**config.mk**
```make
export PLATFORM = sky130hd
export DESIGN_NAME = adc_spi_ctrl
export DESIGN_NICKNAME = d
export VERILOG_FILES = /design/src/rtl/adc_spi_ctrl.sv
export SDC_FILE = /design/constraint.sdc
export NUM_CORES = 1
export LEC_CHECK = 0
export BUFFER_PORTS_ARGS = -buffer_cell sky130_fd_sc_hd__buf_4
export CORE_AREA = 4 4 85 87
export CTS_BUF_LIST = sky130_fd_sc_hd__clkbuf_8
export DETAILED_ROUTE_END_ITERATION = 6
export DIE_AREA = 0 0 89 91
export GPL_ROUTABILITY_DRIVEN = 0
export GPL_TIMING_DRIVEN = 0
export MAX_ROUTING_LAYER = met4
export PLACE_DENSITY = 0.69
export SLEW_MARGIN = 10
export SYNTH_ARGS = -nofsm -noshare
export SYNTH_HDL_FRONTEND = slang
export SYNTH_SLANG_ARGS = --single-unit
```
**constraint.sdc**
```tcl
create_clock -name CLK -period 2.5 [get_ports CLK]
set_input_delay 0.375 -clock CLK [delete_from_list [all_inputs] [get_ports CLK]]
set_output_delay 0.375 -clock CLK [all_outputs]
set_load 0.02 [all_outputs]
```
**src/rtl/adc_spi_ctrl.sv**
```systemverilog
// rtl/adc_spi_ctrl.sv - multi-channel auto-repeat SPI controller for an ADS7843-class touch ADC
//
// Waits for pen-down, then converts NUM_CH channels per frame (one CS_n
// window per channel), presents each DATA_W-bit result with a one-cycle
// strobe, and repeats after a GAP_CYC idle gap while the pen stays down.
//
// Ports:
//   CLK, RST_n     system clock (rising edge), asynchronous active-low reset
//   Enable         run enable; a drop mid-frame finishes the current channel only
//   ADC_PENIRQ_n   pen interrupt from the panel, active low, asynchronous
//   ADC_DOUT       serial result from the ADC
//   ADC_DIN        serial command to the ADC
//   ADC_DCLK       serial clock, half-period CLK_DIV cycles
//   ADC_CS_n       ADC chip select, active low
//   Busy           high while a channel sequence is in progress
//   Data_out       last converted value, held until the next Data_valid
//   Ch_out         channel index of Data_out
//   Data_valid     one-cycle strobe per channel result
//   Frame_done     one-cycle strobe with the last channel's Data_valid

module adc_spi_ctrl #(
  parameter int          DATA_W  = 12,
  parameter int          NUM_CH  = 2,
  parameter logic [11:0] CH_ADDR = 12'b000_000_001_101,
  parameter int          CLK_DIV = 4,
  parameter int          GAP_CYC = 1000
) (
  input  logic              CLK,
  input  logic              RST_n,
  input  logic              Enable,
  input  logic              ADC_PENIRQ_n,
  input  logic              ADC_DOUT,
  output logic              ADC_DIN,
  output logic              ADC_DCLK,
  output logic              ADC_CS_n,
  output logic              Busy,
  output logic [DATA_W-1:0] Data_out,
  output logic [1:0]        Ch_out,
  output logic              Data_valid,
  output logic              Frame_done
);

  localparam int NBITS   = 9 + DATA_W;
  localparam logic MODE  = (DATA_W == 8) ? 1'b1 : 1'b0;
  localparam int CNT_MAX = (GAP_CYC > CLK_DIV) ? GAP_CYC : CLK_DIV;
  localparam int CNT_W   = $clog2(CNT_MAX + 1);
  localparam int BIT_W   = $clog2(NBITS + 1);

  localparam logic [CNT_W-1:0] DIV_LAST = CNT_W'(CLK_DIV - 1);
  localparam logic [CNT_W-1:0] GAP_LAST = CNT_W'(GAP_CYC);
  localparam logic [BIT_W-1:0] BIT_LAST = BIT_W'(NBITS - 1);
  localparam logic [BIT_W-1:0] BIT_BUSY = BIT_W'(8);
  localparam logic [1:0]       CH_LAST  = 2'(NUM_CH - 1);

  typedef enum logic [2:0] {
    S_IDLE,
    S_CS_SETUP,
    S_SHIFT,
    S_CS_HOLD,
    S_DESEL,
    S_GAP
  } state_t;

  state_t              state_q, state_d;
  logic [CNT_W-1:0]    cnt_q, cnt_d;
  logic [BIT_W-1:0]    bit_q, bit_d;
  logic [1:0]          ch_q, ch_d;
  logic [DATA_W-1:0]   sr_q, sr_d;
  logic                pen_s1, pen_s2;

  logic                dclk_d, din_d, cs_n_d, busy_d, valid_d, frame_d;
  logic [DATA_W-1:0]   data_d;
  logic [1:0]          ch_out_d;
  logic [7:0]          cmd_cur, cmd_sh;

  // {start, A2..A0, MODE, differential, PD1..PD0}
  function automatic logic [7:0] cmd_byte(input logic [1:0] c);
    return {1'b1, CH_ADDR[3*c +: 3], MODE, 1'b0, 2'b00};
  endfunction

  always_comb begin
    state_d  = state_q;
    cnt_d    = cnt_q + 1'b1;
    bit_d    = bit_q;
    ch_d     = ch_q;
    sr_d     = sr_q;
    dclk_d   = ADC_DCLK;
    din_d    = ADC_DIN;
    cs_n_d   = ADC_CS_n;
    data_d   = Data_out;
    ch_out_d = Ch_out;
    valid_d  = 1'b0;
    frame_d  = 1'b0;
    cmd_cur  = cmd_byte(ch_q);
    // Bit presented after the falling edge that ends period bit_q;
    // shifting past bit 0 yields the trailing zeros.
    cmd_sh   = cmd_cur << (bit_q + 1'b1);

    case (state_q)
      S_IDLE: begin
        cnt_d  = '0;
        cs_n_d = 1'b1;
        dclk_d = 1'b0;
        din_d  = 1'b0;
        if (Enable && !pen_s2) begin
          state_d = S_CS_SETUP;
          ch_d    = 2'd0;
          cs_n_d  = 1'b0;
          din_d   = 1'b1;  // command start bit
        end
      end

      S_CS_SETUP: begin
        if (cnt_q == DIV_LAST) begin
          state_d = S_SHIFT;
          cnt_d   = '0;
          bit_d   = '0;
          dclk_d  = 1'b1;
        end
      end

      S_SHIFT: begin
        if (cnt_q == DIV_LAST) begin
          cnt_d = '0;
          if (ADC_DCLK) begin
            dclk_d = 1'b0;
            din_d  = cmd_sh[7];
          end else if (bit_q == BIT_LAST) begin
            state_d = S_CS_HOLD;
          end else begin
            bit_d  = bit_q + 1'b1;
            dclk_d = 1'b1;
            // Rising edge of period bit_q+1; periods past the busy bit carry data.
            if (bit_q >= BIT_BUSY)
              sr_d = {sr_q[DATA_W-2:0], ADC_DOUT};
          end
        end
      end

      S_CS_HOLD: begin
        dclk_d = 1'b0;
        if (cnt_q == DIV_LAST) begin
          state_d  = S_DESEL;
          cnt_d    = '0;
          cs_n_d   = 1'b1;
          valid_d  = 1'b1;
          data_d   = sr_q;
          ch_out_d = ch_q;
          frame_d  = (ch_q == CH_LAST);
        end
      end

      S_DESEL: begin
        if (cnt_q == DIV_LAST) begin
          cnt_d = '0;
          if (ch_q != CH_LAST && Enable) begin
            state_d = S_CS_SETUP;
            ch_d    = ch_q + 2'd1;
            cs_n_d  = 1'b0;
            din_d   = 1'b1;
          end else if (ch_q == CH_LAST && Enable) begin
            state_d = S_GAP;
          end else begin
            state_d = S_IDLE;
          end
        end
      end

      S_GAP: begin
        if (!Enable) begin
          state_d = S_IDLE;
          cnt_d   = '0;
        end else if (cnt_q == GAP_LAST) begin
          cnt_d = '0;
          if (!pen_s2) begin
            state_d = S_CS_SETUP;
            ch_d    = 2'd0;
            cs_n_d  = 1'b0;
            din_d   = 1'b1;
          end else begin
            state_d = S_IDLE;
          end
        end
      end

      default: begin
        state_d = S_IDLE;
        cnt_d   = '0;
        cs_n_d  = 1'b1;
        dclk_d  = 1'b0;
        din_d   = 1'b0;
      end
    endcase

    busy_d = !(state_d == S_IDLE || state_d == S_GAP);
  end

  always_ff @(posedge CLK or negedge RST_n) begin
    if (!RST_n) begin
      state_q    <= S_IDLE;
      cnt_q      <= '0;
      bit_q      <= '0;
      ch_q       <= 2'd0;
      sr_q       <= '0;
      pen_s1     <= 1'b1;
      pen_s2     <= 1'b1;
      ADC_DCLK   <= 1'b0;
      ADC_DIN    <= 1'b0;
      ADC_CS_n   <= 1'b1;
      Busy       <= 1'b0;
      Data_out   <= '0;
      Ch_out     <= 2'd0;
      Data_valid <= 1'b0;
      Frame_done <= 1'b0;
    end else begin
      state_q    <= state_d;
      cnt_q      <= cnt_d;
      bit_q      <= bit_d;
      ch_q       <= ch_d;
      sr_q       <= sr_d;
      pen_s1     <= ADC_PENIRQ_n;
      pen_s2     <= pen_s1;
      ADC_DCLK   <= dclk_d;
      ADC_DIN    <= din_d;
      ADC_CS_n   <= cs_n_d;
      Busy       <= busy_d;
      Data_out   <= data_d;
      Ch_out     <= ch_out_d;
      Data_valid <= valid_d;
      Frame_done <= frame_d;
    end
  end

endmodule

```
==> impl_metrics.ini <==
[yosys]
syn-instance-count = 251
yosys.area_share.adder_pct = 2.87
synth_ff_type = dfrtp_1
synthArstFlopShare_pct = 100
muxShareOfSynthArea_pct = 7.46
yosys.area_share.simple_pct = 21.6
postSynthAreaPerCell_sq_um = 10.4
ys_top_cells_by_area = dfrtp_1 (49%), nand2_1 (7.2%), mux2_4 (5.7%)
synth_xor_area_share_pct = 5.02
synthesis.nets = 262
yosysUniqueCellTypes = 47
yosys_warnings = 0
synth_top_area_share_pct = 48.8
syn_area_sq_um = 2620
synth_top_family_by_area = simple AND/OR/NAND/NOR gates
synth_top_area_cell = dfrtp_1
synth_common_cells = dfrtp_1 (51), nand2_1 (50), nor2_1 (21)
yosysMostFrequentCell = dfrtp_1
synth-edff-count = 0
synth_seq_cells = 54
seq_area_frac_synth_pct = 51.8
synth_compound_area_share_pct = 7.99

[timing]
post-route-min-period_ns = 2.37
holdWs_ns = 0.102
tns_ns = 0
slew_headroom_pct = 55.2
rsz0062_at_grt = no
drv_slew = 0
clock.fmax_mhz = 421
clock_skew_ns = 0.0129
hold_viol = 0
fin_crit_sh_pct = 95.0
worstMarginPinSlew_ns = 0.673
setup_viol = 0

[final_layout]
finalNetCount = 296
antenna_cells = 0
fin_area_sq_um = 3010
area_growth_pct = 15.2
drive_gt1_share_pct = 21.7
post-route-util_pct = 47.4

[route]
via_per_inst = 5.11
wl_per_cell_um = 13.4
highest_layer = met4
drt_pre_antenna_iters = 4
wl_um = 4850
ant_nets = 0
drt-met1-wl_um = 2250
met3WireLength_um = 193
drcViolationCount = 0
wl_met2_um = 2390
vias = 1854
drt-initial-drc-count = 70

[die]
die_w_um = 89
start_util_pct = 41.2
core_sq_um = 6350
die-area_sq_um = 8100
dieHeight_um = 91
pin_count = 25
rows = 29

[pwr]
p_total_mw = 2.31
p_leak_nw = 1.48
p_per_area_nw_per_um2 = 766
peakVddDrop_uv = 391

[critical_path]
endpoint_kind = register
rrSetupSlack_ns = 0.13
reg2reg_to = sr_q[4]
worst_setup_path_start_kind = register
crit_type = reg -> reg
ff2ff_path_depth = 8
crit_arrival_ns = 2.57
r2r-start = cnt_q[0]
critPathRequiredTime_ns = 2.70
crit_fanout = 10

[global_routing]
overflow = 0
grt_pass1_vias = 1785
grt_pass1_wl_um = 8340
grt_antenna_before_repair = 0
grt_use_total_pct = 13.2
grt_max_degree = 55

[clock_network]
cts_tree = done
cts.sinks = 54
cts-root-buf = clkbuf_8
clkSlewWorstSetupHoldPaths_ns = 0.11
hold_buffers = 0
cts_buffers = 5
clock_latency_ns = 0.31
cts_buffer_depth = 2
htree_levels = 2

[outcome]
status = finished clean

[flow_run]
maxCapViolations = 0

[placed_design]
dpl_cell_area_sq_um = 2890
numPortBuffers = 24
dpl.hpwl_um = 3370

[worst_hold_path]
hp-class = in -> async
==> per-layer routing <==
layer | track usage (%) | vias up
met5 | - | -
met4 | 2.98 | 0
met3 | 2.90 | 4
met2 | 20.6 | 30
met1 | 17.6 | 905
li1 | - | 915
==> cell type report <==
| type | count | area [sq um] |
|---|---|---|
| Inverter | 9 | 33.8 |
| Buffer | 9 | 50.0 |
| Clock inverter | 3 | 25.0 |
| Multi-Input combinational cell | 179 | 1180 |
| Sequential cell | 54 | 1360 |
| Timing Repair Buffer | 27 | 203 |
| Tap cell | 77 | 96.3 |
| Clock buffer | 5 | 68.8 |
| Fill cell | 620 | 3340 |
==> cell usage in the layout (no fill, tap or decap), types with 3 or more instances in the layout <==
cell and instances:
o21ai_0 12, xor2_1 10, xnor2_1 5, mux2_4 10, inv_1 9, dfstp_2 3
mux2_2 4, nor2b_1 4, dfrtp_1 51, clkbuf_1 6, and2_1 3, nand2_1 50
nor2_1 21, nand2b_1 3, clkbuf_8 5, nand4_1 4, nand3_1 10, buf_4 27
ha_1 6, and3_1 4
==> power by group <==
part | switching (mW) | internal, mW
combinational | 0.419 | 0.319
sequential | 0.0976 | 0.972
clock | 0.298 | 0.203
==> what timing repair did <==
item / 4_1_cts / 5_1_grt
setup endpoints to repair: 0 / 15
setup buffers: 0 / 3
gates resized for setup: 0 / 1
==> worst max-delay path, cell delays in order, from the launching register on <==
cell     delay, ns
dfrtp_1       0.42
ha_1          0.26
nor4b_4       0.40
and3_1        0.24
buf_6         0.13
nand3_4       0.09
or2_4         0.27
buf_6         0.16
mux2_4        0.30
==> through the flow <==
stage / worst slack (ns) / cells
floorplan: 0.393 / 251
global placement: 0.147 / 352
detailed placement: 0.0906 / 352
CTS: 0.0844 / 360
global route: 0.0180 / 363
finish: 0.126 / 363
==> worst max path at each step <==
stage               startpoint          end  slack [ns]  depth (start not counted)
floorplan             cnt_q[0]     sr_q[10]        0.39                          8
global placement      cnt_q[0]  Data_out[3]        0.15                          7
detailed placement    cnt_q[0]  Data_out[5]        0.09                          7
CTS                   cnt_q[0]  Data_out[5]        0.08                          7
global route          cnt_q[0]      sr_q[4]        0.02                          8
finish                cnt_q[0]      sr_q[4]        0.13                          8
==> registers in the layout, summed over array words and instances (netlist names) <==
| signal | flops |
|---|---|
| Data_out | 12 |
| sr_q | 12 |
| cnt_q | 10 |
| bit_q | 5 |
| state_q | 3 |
| Ch_out | 2 |
| ch_q | 2 |
| ADC_CS_n | 1 |
| ADC_DCLK | 1 |
| ADC_DIN | 1 |
| Busy | 1 |
| Data_valid | 1 |
| Frame_done | 1 |
| pen_s1 | 1 |
| pen_s2 | 1 |
==> cells by family (layout without fill, tap and decap cells) <==
logic type	after synthesis	count (layout)
muxes	14	14
DFF	54	54
and+or+nand+nor	113	113
xor gates and xnor gates	15	15
buffers and inverters	18	53
adders and majority gates	6	6
AOI/OAI and AO/OA	31	31
Note: power is estimated with default switching activity, not from simulation.
